$ cat src/rtl/prim_ram_1p_adapter.sv
// Valid/ready front-end for a single-port synchronous SRAM: forwards requests,
// captures read data one cycle later into a credit-protected response FIFO.
module prim_ram_1p_adapter #(
  parameter  int Width    = 32,
  parameter  int Depth    = 128,
  parameter  int RspDepth = 2,
  localparam int Aw       = $clog2(Depth),
  localparam int Bw       = Width / 8
) (
  input  logic             clk_i,
  input  logic             rst_i,
  input  logic             req_valid_i,
  output logic             req_ready_o,
  input  logic             req_write_i,
  input  logic [Aw-1:0]    req_addr_i,
  input  logic [Width-1:0] req_wdata_i,
  input  logic [Bw-1:0]    req_be_i,
  output logic             rsp_valid_o,
  input  logic             rsp_ready_i,
  output logic [Width-1:0] rsp_rdata_o,
  output logic             rsp_write_o,
  output logic             rsp_err_o,
  output logic             ram_req_o,
  output logic             ram_write_o,
  output logic [Aw-1:0]    ram_addr_o,
  output logic [Width-1:0] ram_wdata_o,
  output logic [Width-1:0] ram_wmask_o,
  input  logic [Width-1:0] ram_rdata_i
);

  localparam int Cw = $clog2(RspDepth + 1);
  localparam int Pw = (RspDepth > 1) ? $clog2(RspDepth) : 1;
  localparam logic [Aw:0]   DepthW    = (Aw + 1)'(Depth);
  localparam logic [Cw:0]   RspDepthW = (Cw + 1)'(RspDepth);
  localparam logic [Pw-1:0] LastPtr   = Pw'(RspDepth - 1);

  logic             w_acc;
  logic             w_oob;
  logic             w_pop;
  logic             w_push;
  logic [Cw:0]      w_occ;
  logic [Width-1:0] w_push_rdata;

  logic             r_inflight;
  logic             r_if_write;
  logic             r_if_err;
  logic [Pw-1:0]    r_wptr;
  logic [Pw-1:0]    r_rptr;
  logic [Cw-1:0]    r_count;
  logic [Width-1:0] r_fifo_rdata [RspDepth];
  logic             r_fifo_write [RspDepth];
  logic             r_fifo_err   [RspDepth];

  function automatic logic [Pw-1:0] ptr_inc(input logic [Pw-1:0] p);
    return (p == LastPtr) ? '0 : p + 1'b1;
  endfunction

  // Request side: acceptance, range check and SRAM pin drive
  assign w_oob       = ({1'b0, req_addr_i} >= DepthW);
  assign w_acc       = req_valid_i && req_ready_o;
  assign ram_req_o   = w_acc && !w_oob;
  assign ram_write_o = req_write_i;
  assign ram_addr_o  = req_addr_i;
  assign ram_wdata_o = req_wdata_i;

  always_comb begin
    ram_wmask_o = '0;
    for (int b = 0; b < Bw; b++) begin
      ram_wmask_o[8*b +: 8] = {8{req_be_i[b] & req_write_i}};
    end
  end

  // A slot is reserved for every request still in flight, so a response
  // can never arrive to a full FIFO; a same-cycle pop frees its slot at once.
  assign w_pop       = rsp_valid_o && rsp_ready_i;
  assign w_occ       = {1'b0, r_count} + {{Cw{1'b0}}, r_inflight} - {{Cw{1'b0}}, w_pop};
  assign req_ready_o = (w_occ < RspDepthW);

  // In-flight stage: one cycle of SRAM read latency
  always_ff @(posedge clk_i or posedge rst_i) begin
    if (rst_i) begin
      r_inflight <= 1'b0;
    end else begin
      r_inflight <= w_acc;
    end
  end

  always_ff @(posedge clk_i) begin
    if (w_acc) begin
      r_if_write <= req_write_i;
      r_if_err   <= w_oob;
    end
  end

  assign w_push       = r_inflight;
  assign w_push_rdata = (!r_if_write && !r_if_err) ? ram_rdata_i : '0;

  // Response FIFO storage
  always_ff @(posedge clk_i or posedge rst_i) begin
    if (rst_i) begin
      for (int i = 0; i < RspDepth; i++) begin
        r_fifo_rdata[i] <= '0;
        r_fifo_write[i] <= 1'b0;
        r_fifo_err[i]   <= 1'b0;
      end
    end else if (w_push) begin
      r_fifo_rdata[r_wptr] <= w_push_rdata;
      r_fifo_write[r_wptr] <= r_if_write;
      r_fifo_err[r_wptr]   <= r_if_err;
    end
  end

  always_ff @(posedge clk_i or posedge rst_i) begin
    if (rst_i) begin
      r_wptr  <= '0;
      r_rptr  <= '0;
      r_count <= '0;
    end else begin
      if (w_push) r_wptr <= ptr_inc(r_wptr);
      if (w_pop)  r_rptr <= ptr_inc(r_rptr);
      case ({w_push, w_pop})
        2'b10:   r_count <= r_count + 1'b1;
        2'b01:   r_count <= r_count - 1'b1;
        default: r_count <= r_count;
      endcase
    end
  end

  assign rsp_valid_o = (r_count != '0);
  assign rsp_rdata_o = r_fifo_rdata[r_rptr];
  assign rsp_write_o = r_fifo_write[r_rptr];
  assign rsp_err_o   = r_fifo_err[r_rptr];

endmodule

$ cat config.mk
export PLATFORM = sky130hd
export DESIGN_NAME = prim_ram_1p_adapter
export DESIGN_NICKNAME = d
export VERILOG_FILES = /design/src/rtl/prim_ram_1p_adapter.sv
export SDC_FILE = /design/constraint.sdc
export NUM_CORES = 1
export LEC_CHECK = 0
export ABC_CLOCK_PERIOD_IN_PS = 3200
export CORE_ASPECT_RATIO = 1.5
export CORE_MARGIN = 1
export CORE_UTILIZATION = 41
export DETAILED_ROUTE_END_ITERATION = 16
export GPL_ROUTABILITY_DRIVEN = 0
export GPL_TIMING_DRIVEN = 0
export PLACE_DENSITY = 0.78
export SYNTH_ARGS = -nofsm -noshare
export SYNTH_HDL_FRONTEND = slang
export SYNTH_SLANG_ARGS = --single-unit
$ cat constraint.sdc
create_clock -name clk_i -period 3.2 [get_ports clk_i]
set_clock_uncertainty 0.2 [all_clocks]
set_input_delay 0.64 -clock clk_i [delete_from_list [all_inputs] [get_ports clk_i]]
set_output_delay 0.64 -clock clk_i [all_outputs]
set_load 0.05 [all_outputs]
==> flow_metrics.env <==
export IMPL_regToRegSetupSlack_ns=0.64
export IMPL_gr_total_overflow=0
export IMPL_mappedNetlistArea_um2=3930
export IMPL_count_leader_synth="sky130_fd_sc_hd__dfrtp_1"
export IMPL_finalWorstPathRequiredPeriod_ns=3.29
export IMPL_avgViaCountPerCell=4.71
export IMPL_drv_max_cap_violation_count=0
export IMPL_synthSimpleGateAreaFrac=0.135
export IMPL_clock_insertion_delay_worst_skew_ns=0.33
export IMPL_synth_top_cells_by_count="73 x sky130_fd_sc_hd__dfrtp_1, 71 x sky130_fd_sc_hd__buf_4, 64 x sky130_fd_sc_hd__nand2_1"
export IMPL_grt_pass1_wl_um=15600
export IMPL_synth_edff_count=1
export IMPL_post_synth_xor_area_fraction=0.0134
export IMPL_tritoncts="built"
export IMPL_synth_yosys_seq_area_share=0.472
export IMPL_critPathLaunchType="register"
export IMPL_clk_pin_slew_ns=0.05
export IMPL_hold_class="reg2reg"
export IMPL_n_fill_cell=775
export IMPL_maximum_fanout_count_along_the_critical_path=2
export IMPL_vdd_ir_drop_worst_mv=0.808
export IMPL_synth_top_cell_area_share=0.465
export IMPL_synthesized_area_fraction_occupied_by_ao_oa_aoi_and_oai_cells=0.0882
export IMPL_violations="setup timing"
export IMPL_num_io_pins=189
export IMPL_tritoncts_num_sinks=74
export IMPL_dpl_worst_slack_ns=-1.12
export IMPL_run_status="complete, but fails checks"
export IMPL_die_area_um2=9990
export IMPL_synth_top_family_by_area="buffers and inverters"
export IMPL_post_cts_hold_buffer_count=0
export IMPL_via_count=3141
export IMPL_synthDistinctLibCells=25
export IMPL_port_buffer_count=149
export IMPL_yosysTopAreaCell="sky130_fd_sc_hd__dfrtp_1"
export IMPL_antenna_violating_nets_post_route=0
export IMPL_yosys_warnings=0
export IMPL_timing_max_transition_violations_final=0
export IMPL_die_w_um=82.0
export IMPL_synth_mux_area_fraction=0.105
export IMPL_rows=43
export IMPL_critPathArrivalTime_ns=2.45
export IMPL_final_critical_path_setup_slack_ns=-0.0900
export IMPL_htreeDepth=3
export IMPL_synthFlopType="sky130_fd_sc_hd__dfrtp_1"
export IMPL_worstPathRequired_ns=2.36
export IMPL_cp_slowest_stage_delay_ns=0.54
export IMPL_synthArstFlopShare=0.986
export IMPL_numCtsBuffers=9
export IMPL_area_delta_synth_final_pct=50.3
export IMPL_ctsRootBufferMaster="sky130_fd_sc_hd__clkbuf_16"
export IMPL_rsz_0062_raised_after_global_routing="true"
export IMPL_max_clock_path_buffers=2
export IMPL_drt_total_wl_um=10100
export IMPL_post_route_drc_count=0
export IMPL_dr_pass1_iters=4
export IMPL_initialDrtViolationCount=118
export IMPL_avgSynthCellArea_um2=10.2
export IMPL_final_hold_viol_count=0
export IMPL_post_synth_inst_count=385
export IMPL_first_global_vias=3302
export IMPL_setup_violations_final=2
export IMPL_number_of_diodes=0
export IMPL_mappedNetlistNets=468
export IMPL_net_count_final=634
export IMPL_post_synthesis_sequential_element_count=74
export IMPL_drive_above_1_share=0.283
export IMPL_grt_max_degree=74
export IMPL_power_per_cell_area_nw_per_um2=1040
export IMPL_initial_core_util=0.425
export IMPL_non_filler_cell_area_final_um2=5910
export IMPL_timing_critical_path_slowest_stage_cell="sky130_fd_sc_hd__fa_2"
export IMPL_placeableCoreArea_um2=9250
export IMPL_hpwl_um=7450
export IMPL_maxClockFrequency_mhz=304
export IMPL_detail_route_wl_per_cell_um=15.1
export IMPL_antenna_found_initial=0
export IMPL_chipHeight_um=122
export IMPL_max_slew_worst_pin_slew_ns=0.893
export IMPL_grt_util_all_layers=0.213
export IMPL_worst_setup_path_end_kind="output pin"
export IMPL_yosys_top_cells_area="sky130_fd_sc_hd__dfrtp_1 46%, sky130_fd_sc_hd__buf_4 14%, sky130_fd_sc_hd__mux2_2 9.7%, sky130_fd_sc_hd__nand2_1 6.1%, sky130_fd_sc_hd__o21ai_0 5.5%"
export IMPL_path_cells="or2_4, and2_4, ha_4, or2b_1, fa_2, and3_4, buf_12"
export IMPL_synth_adder_area_share=0.0115
export IMPL_placedInstanceArea_um2=5570
export IMPL_timing_setup_critical_path_class="reg2out"
export IMPL_slew_limit_headroom=0.405
export IMPL_final_min_period_over_clock_period=1.03
export IMPL_p_leak_nw=2.80
-- final timing paths --
check                           cells past startpoint             start                to
worst min register to register                      2  r_fifo_rdata[19]  r_fifo_rdata[19]
worst max-delay path                                7        r_count[1]         ram_req_o
worst max register to register                      7        r_count[1]        r_if_write
min in group asynchronous                           2             rst_i  r_fifo_rdata[33]
max in group asynchronous                           2             rst_i        r_count[1]
worst min-delay path                                2  r_fifo_rdata[19]  r_fifo_rdata[19]
-- stage by stage --
step	total power, mW	cells	hold WS (ns)	TNS, ns	utilization
after floorplan	4.00	385	0.244	0	-
after global placement	4.98	646	0.256	-43.08	0.602
after detailed placement	5.05	646	0.264	-5.46	0.602
after CTS	6.15	666	0.276	-0.160	0.638
after global routing	6.43	667	0.295	-0.225	0.638
final	6.12	667	0.274	-0.119	0.638
-- routing by layer --
metal / vias to the layer above / share of wire / GRT usage / routed length, µm
met5: - / 0 / 0 / 0
met4: 0 / 0.017 / 0.0779 / 172
met3: 14 / 0.067 / 0.0517 / 677
met2: 147 / 0.54 / 0.384 / 5440
met1: 1455 / 0.38 / 0.234 / 3810
li1: 1525 / - / - / -
-- sequential cells by signal (all words and copies together), names as in the netlist --
register      count
r_count           2
r_fifo_write      2
r_rptr            1
r_wptr            1
r_if_write        1
r_fifo_err        2
r_fifo_rdata     64
r_inflight        1
-- where the power goes --
| group | internal [mW] | switching, mW |
|---|---|---|
| combinational | 1.41 | 2.13 |
| clock | 0.618 | 0.356 |
| sequential | 1.38 | 0.229 |
-- worst max-delay path: cells and delay by family (launching register included) --
family	cells	cell delay, ns
fa+ha+maj	2	0.74
flops	1	0.40
simple gates	4	0.84
buf+inv	1	0.14
-- layout by cell type, fill, tap and decap left out, types with 2 or more instances in the layout --
master,count
sky130_fd_sc_hd__and2_1,6
sky130_fd_sc_hd__and2_4,2
sky130_fd_sc_hd__buf_4,77
sky130_fd_sc_hd__buf_6,10
sky130_fd_sc_hd__clkbuf_1,9
sky130_fd_sc_hd__clkbuf_16,9
sky130_fd_sc_hd__clkdlybuf4s50_1,114
sky130_fd_sc_hd__clkinv_2,2
sky130_fd_sc_hd__dfrtp_1,72
sky130_fd_sc_hd__dlygate4sd2_1,33
sky130_fd_sc_hd__inv_1,2
sky130_fd_sc_hd__mux2_2,34
sky130_fd_sc_hd__mux2_4,2
sky130_fd_sc_hd__nand2_1,64
sky130_fd_sc_hd__nand2b_1,32
sky130_fd_sc_hd__o21ai_0,43
sky130_fd_sc_hd__o21ai_1,14
sky130_fd_sc_hd__o21ai_2,7
sky130_fd_sc_hd__xnor2_1,2
sky130_fd_sc_hd__xor2_1,3
-- cell type report --
type                       instances  area, µm²  area share
clock buffer                      12        246      0.0417
inverter                           3       13.8     0.00233
timing repair buffer             155       1510       0.256
buffer                            89        677       0.115
tap                              112        140      0.0237
clock inverter                     3       40.0     0.00678
multi-input combinational        219       1420       0.241
sequential                        74       1860       0.315
-- kinds of logic (layout without fill, tap and decap cells) --
group,Yosys count,in the layout
compound gates,64,64
xor+xnor,6,6
fa+ha+maj,3,3
buf+inv,92,262
flops,74,74
mux,36,36
simple gates,110,110
-- repair_timing --
| item | 4_1_cts | 5_1_grt |
|---|---|---|
| setup buffers | 5 | 1 |
| resized for setup | 56 | 0 |
| pin swaps | 7 | 3 |
| setup endpoints to repair | 34 | 2 |
Power figures use the tool's default switching activity.
